File: src/rtl/elbeth_mem_arbiter.sv
// elbeth_mem_arbiter: shares one single-port memory between the core's
// instruction (I) and data (D) ports. A winning request is latched, driven
// to memory until mem_ready or timeout, then answered with a one-cycle
// ready/error pulse on the granted port.
module elbeth_mem_arbiter #(
  parameter int unsigned ADDR_W     = 12,
  parameter int unsigned DATA_W     = 32,
  parameter bit          D_PRIORITY = 1'b0,
  parameter int unsigned TIMEOUT    = 16
) (
  input  logic                clk,
  input  logic                rst,
  // instruction port
  input  logic                i_en,
  input  logic [ADDR_W-1:0]   i_addr,
  input  logic [DATA_W/8-1:0] i_rw,
  input  logic [DATA_W-1:0]   i_wdata,
  output logic [DATA_W-1:0]   i_rdata,
  output logic                i_ready,
  output logic                i_error,
  // data port
  input  logic                d_en,
  input  logic [ADDR_W-1:0]   d_addr,
  input  logic [DATA_W/8-1:0] d_rw,
  input  logic [DATA_W-1:0]   d_wdata,
  output logic [DATA_W-1:0]   d_rdata,
  output logic                d_ready,
  output logic                d_error,
  // memory port
  output logic                mem_enable,
  output logic [ADDR_W-1:0]   mem_addr,
  output logic [DATA_W/8-1:0] mem_rw,
  output logic [DATA_W-1:0]   mem_wdata,
  input  logic [DATA_W-1:0]   mem_rdata,
  input  logic                mem_ready
);

  localparam int unsigned STRB_W  = DATA_W / 8;
  localparam int unsigned CNT_W   = (TIMEOUT > 2) ? $clog2(TIMEOUT) : 1;
  localparam int unsigned TO_LAST = (TIMEOUT == 0) ? 0 : TIMEOUT - 1;

  typedef enum logic [1:0] {
    IDLE = 2'd0,
    BUSY = 2'd1,
    RESP = 2'd2
  } state_e;

  state_e              state_q;
  logic                gnt_dport_q;   // 1 = data port owns the current access
  logic                last_dport_q;  // 1 = data port won the last grant
  logic [CNT_W-1:0]    cnt_q;
  logic                mem_enable_q;
  logic [ADDR_W-1:0]   addr_q;
  logic [STRB_W-1:0]   rw_q;
  logic [DATA_W-1:0]   wdata_q;
  logic                i_ready_q, i_error_q, d_ready_q, d_error_q;
  logic [DATA_W-1:0]   i_rdata_q, d_rdata_q;

  logic                sel_dport;
  logic [ADDR_W-1:0]   addr_d;
  logic [STRB_W-1:0]   rw_d;
  logic [DATA_W-1:0]   wdata_d;
  logic                timeout_hit;

  // Arbitration: D wins if alone, if it has priority, or if I won last time.
  always_comb begin
    sel_dport   = d_en && (!i_en || D_PRIORITY || !last_dport_q);
    addr_d      = sel_dport ? d_addr  : i_addr;
    rw_d        = sel_dport ? d_rw    : i_rw;
    wdata_d     = sel_dport ? d_wdata : i_wdata;
    timeout_hit = (TIMEOUT != 0) && (cnt_q == CNT_W'(TO_LAST));
  end

  // Access FSM with registered memory-side and requester-side outputs.
  always_ff @(posedge clk) begin
    if (rst) begin
      state_q      <= IDLE;
      gnt_dport_q  <= 1'b0;
      last_dport_q <= 1'b1;
      cnt_q        <= '0;
      mem_enable_q <= 1'b0;
      addr_q       <= '0;
      rw_q         <= '0;
      wdata_q      <= '0;
      i_ready_q    <= 1'b0;
      i_error_q    <= 1'b0;
      d_ready_q    <= 1'b0;
      d_error_q    <= 1'b0;
      i_rdata_q    <= '0;
      d_rdata_q    <= '0;
    end else begin
      // Response outputs are single-cycle pulses by default.
      i_ready_q <= 1'b0;
      i_error_q <= 1'b0;
      d_ready_q <= 1'b0;
      d_error_q <= 1'b0;
      i_rdata_q <= '0;
      d_rdata_q <= '0;
      unique case (state_q)
        IDLE: begin
          if (i_en || d_en) begin
            gnt_dport_q  <= sel_dport;
            last_dport_q <= sel_dport;
            addr_q       <= addr_d;
            rw_q         <= rw_d;
            wdata_q      <= wdata_d;
            cnt_q        <= '0;
            mem_enable_q <= 1'b1;
            state_q      <= BUSY;
          end
        end
        BUSY: begin
          if (mem_ready) begin
            mem_enable_q <= 1'b0;
            state_q      <= RESP;
            if (gnt_dport_q) begin
              d_ready_q <= 1'b1;
              d_rdata_q <= mem_rdata;
            end else begin
              i_ready_q <= 1'b1;
              i_rdata_q <= mem_rdata;
            end
          end else if (timeout_hit) begin
            mem_enable_q <= 1'b0;
            state_q      <= RESP;
            if (gnt_dport_q) d_error_q <= 1'b1;
            else             i_error_q <= 1'b1;
          end else begin
            cnt_q <= cnt_q + CNT_W'(1);
          end
        end
        RESP: begin
          state_q <= IDLE;
        end
        default: begin
          state_q <= IDLE;
        end
      endcase
    end
  end

  assign mem_enable = mem_enable_q;
  assign mem_addr   = addr_q;
  assign mem_rw     = rw_q;
  assign mem_wdata  = wdata_q;
  assign i_ready    = i_ready_q;
  assign i_error    = i_error_q;
  assign i_rdata    = i_rdata_q;
  assign d_ready    = d_ready_q;
  assign d_error    = d_error_q;
  assign d_rdata    = d_rdata_q;

endmodule
File: config.mk
export PLATFORM = sky130hd
export DESIGN_NAME = elbeth_mem_arbiter
export DESIGN_NICKNAME = d
export VERILOG_FILES = /design/src/rtl/elbeth_mem_arbiter.sv
export SDC_FILE = /design/constraint.sdc
export NUM_CORES = 1
export LEC_CHECK = 0
export ABC_AREA = 1
export CAP_MARGIN = 10
export CELL_PAD_IN_SITES_DETAIL_PLACEMENT = 0
export CELL_PAD_IN_SITES_GLOBAL_PLACEMENT = 1
export CORE_MARGIN = 8
export CORE_UTILIZATION = 29
export CTS_CLUSTER_DIAMETER = 80
export CTS_CLUSTER_SIZE = 16
export DETAILED_ROUTE_END_ITERATION = 10
export PLACE_DENSITY_LB_ADDON = 0.1
export SYNTH_ARGS = -nofsm -noshare
export SYNTH_HDL_FRONTEND = slang
export SYNTH_SLANG_ARGS = --single-unit
File: constraint.sdc
create_clock -name clk -period 2.8 [get_ports clk]
set_input_delay 0.84 -clock clk [delete_from_list [all_inputs] [get_ports clk]]
set_output_delay 0.84 -clock clk [all_outputs]
set_load 0.1 [all_outputs]
==> metrics.md <==
| Metric | Value |
|---|---|
| Num CTS Buffers | `17` |
| Sequential fraction of design power | `34.1%` |
| Synth cell count leaders | `inv_1 (138), dfxtp_1 (125), nor2_1 (74)` |
| Largest net degree at the start of global routing | `98` |
| Core area | `15,900 sq um` |
| DRC Markers | `0` |
| Setup WS post-layout | `0.440 ns` |
| Critical-path maximum fanout | `96` |
| Hold/Removal Path Class | `flop to flop` |
| GPL Wtd Cong | `0.761` |
| Clock Sinks | `125` |
| Vias/cell | `4.12` |
| Clk_lat worst skew | `0.41 ns` |
| Die Y | `144 um` |
| R2R Path Start | `state_q[1]` |
| ANT nets after route | `0` |
| TritonCTS clock tree | `done` |
| Clock Power Share | `39.5%` |
| Initial core utilization | `29.7%` |
| Worst Setup Start Kind | `input pin` |
| Register bit total from synthesis | `125` |
| Global-route wire length before repair | `23.2 mm` |
| Psw | `0.00202 W` |
| Vias in the first global route | `4,509` |
| Slew Limit Fails | `0` |
| Setup bufs post-CTS | `0` |
| Sw frac | `35.2%` |
| CP Launch Point | `i_en` |
| H-tree depth | `4` |
| Area share of the largest cell type after synthesis | `52.9%` |
| Number of synthesized flops with an enable pin | `0` |
| DIE AREA | `20,700 sq um` |
| Status | `completed` |
| Post-Syn Nets | `736` |
| Reg2Reg Setup Slack | `0.95 ns` |
| Cell Int Power | `0.00372 W` |
| Worst endpoint required time | `3.10 ns` |
| End of the critical path | `mem_wdata[2]` |
| CTS root buf | `clkbuf_16` |
| Hold-fix buffers at CTS | `0` |
| Met3 wire length | `1.85 mm` |
| Synth area leaders | `dfxtp_1 (53%), inv_1 (11%), o21ai_0 (5.9%), nor2_1 (5.9%), a21oi_1 (5.5%)` |
| Synth Warn # | `0` |
| First DRT Iteration DRCs | `120` |
| Yosys top cell by area | `dfxtp_1` |
| Comb pwr share | `26.4%` |
| Clk buf depth | `2` |
| DP Area | `6980 sq um` |
| CP endpoint kind | `flop` |
| Synthesized area | `4730 sq um` |
| Tightest Pin Transition | `0.889 ns` |
| Worst slack at placement | `-0.0116 ns` |
| Worst R2R Path Depth | `6` |
| Overall Power | `0.00575 W` |
| Critical Path AT | `2.66 ns` |
| Area delta synth->final | `60.5%` |
| Cell area after layout | `7590 sq um` |
| Synth Flop Type | `dfxtp_1` |
| Pre-antenna DRT Iters | `4` |
| Die width | `144 um` |
| Worst Hold Slack | `0.475 ns` |
| N_diodes | `0` |
| Worst VDD drop | `0.000381 V` |
| Total gr overflow | `0` |
| Routed length on met1 | `6.23 mm` |
| # rows | `46` |
| Leak | `3.82 nW` |
| Clk pin slew, worst setup/hold paths | `0.06 ns` |
| Initial antenna violation count | `0` |
| Final period util | `84.3%` |
| I/O Buffers | `249` |
| Hpwl dp | `11.3 mm` |
| CTS resizes | `0` |
| Sequential cell area fraction in the yosys report | `52.9%` |
| Total vias in the final route | `4,414` |
| Slew margin rel. | `40.7%` |
| Avg Cell Area, Syn | `7.86 sq um` |
| Filler cell count | `1,565` |
| Clock skew | `0.00480 ns` |
| Finished Core Util | `47.6%` |
| Final setup fails | `0` |
| Endpoints failing hold | `0` |
| Most numerous cell in the Yosys netlist | `inv_1` |
| Ys async rst share | `0%` |
| WS Path Type | `input pin to flop` |
| Nets | `976` |
| Synth unique cells | `28` |
| Total of max-cap violations | `0` |
| Met2 WL | `6.95 mm` |
| Synth Instances | `602` |
| Power Dens Cells | `757 nW/um^2` |
| Fin crit period | `2.36 ns` |
| Multi-input gate area | `1450 sq um` |
| Unrepaired setup endpoints after global routing | `false` |
| Detailed Route WL | `15.2 mm` |
| Avg WL per Cell | `14.2 um` |
| DR top layer | `met4` |
| Register area | `2500 sq um` |
| Share of cells above drive strength 1 | `18.9%` |
| GR Util All Layers | `14.5%` |
| RR Endpoint | `mem_wdata[2]` |
| Boundary Pins | `250` |
| Maximum clock frequency | `424 MHz` |
[logic make-up after synthesis]
group	after synthesis	synth area share, %
xor gates and xnor gates	1	0.185
buffers and inverters	171	16.6
adders and majority gates	1	0.264
DFF	125	52.9
and+or+nand+nor	153	13.5
AOI/OAI and AO/OA	151	16.6
[placed cells by master (no fill, tap or decap), drive strengths merged]
| cell | synthesis | routed |
|---|---|---|
| inv | 140 | 145 |
| clkdlybuf4s50 | 0 | 132 |
| dfxtp | 125 | 125 |
| buf | 19 | 120 |
| o21ai | 97 | 97 |
| nor2 | 76 | 76 |
| nand2 | 64 | 64 |
| a21oi | 53 | 53 |
| clkbuf | 12 | 18 |
| nand3 | 11 | 11 |
| clkinv | 0 | 5 |
| bufinv | 0 | 3 |
| xnor2 | 1 | 1 |
| nand3b | 1 | 1 |
| nand4 | 1 | 1 |
| a31oi | 1 | 1 |
| ha | 1 | 1 |
| clkinvlp | 0 | 1 |
[layer usage]
metal / global-route usage, % / vias to the layer above
met2: 23.7 / 168
li1: - / 2308
met4: 5.31 / 0
met5: 0 / -
met1: 16.0 / 1924
met3: 7.40 / 14
[power groups by stage]
stage | clock (W) | sequential [W] | combinational [W]
after floorplan | 0 | 0.00275 | 0.000355
after global placement | 0 | 0.00199 | 0.00152
after detailed placement | 0 | 0.00200 | 0.00153
after CTS | 0.00234 | 0.00196 | 0.00153
after global routing | 0.00242 | 0.00197 | 0.00160
final | 0.00227 | 0.00196 | 0.00151
[how the worst min path moves through the flow]
stage | start | cells past startpoint | to
floorplan | gnt_dport_q | 1 | i_error
global placement | mem_enable | 2 | mem_enable
detailed placement | mem_enable | 2 | mem_enable
CTS | mem_enable | 2 | mem_enable
global route | mem_enable | 2 | mem_enable
finish | mem_enable | 2 | mem_enable
[flip-flops by register name, summed over array words and instances (netlist names), 2 cells and up]
signal	count
cnt_q	4
state_q	2
i_rdata	32
mem_addr	12
mem_wdata	32
d_rdata	32
mem_rw	4
[critical path, stage by stage]
cell	delay, ns
clkdlybuf4s50_1	0.59
o21ai_4	0.14
inv_4	0.61
o21ai_0	0.20
inv_1	0.13
a21oi_1	0.07
[area by class of cell]
| type | instances | share of cell area (%) |
|---|---|---|
| tap | 216 | 3.56 |
| multi-input combinational | 306 | 19.0 |
| sequential | 125 | 33.0 |
| inverter | 140 | 6.95 |
| clock inverter | 14 | 2.42 |
| timing repair buffer | 252 | 29.4 |
| clock buffer | 18 | 5.65 |
[through the flow]
stage          setup TNS [ns]  instances
3_3_place_gp                0       1039
3_5_place_dp          -0.0116       1039
5_1_grt                     0       1071
4_1_cts                     0       1071
2_1_floorplan               0        602
6_report                    0       1071
No activity file was read; power rests on OpenSTA's default activity.
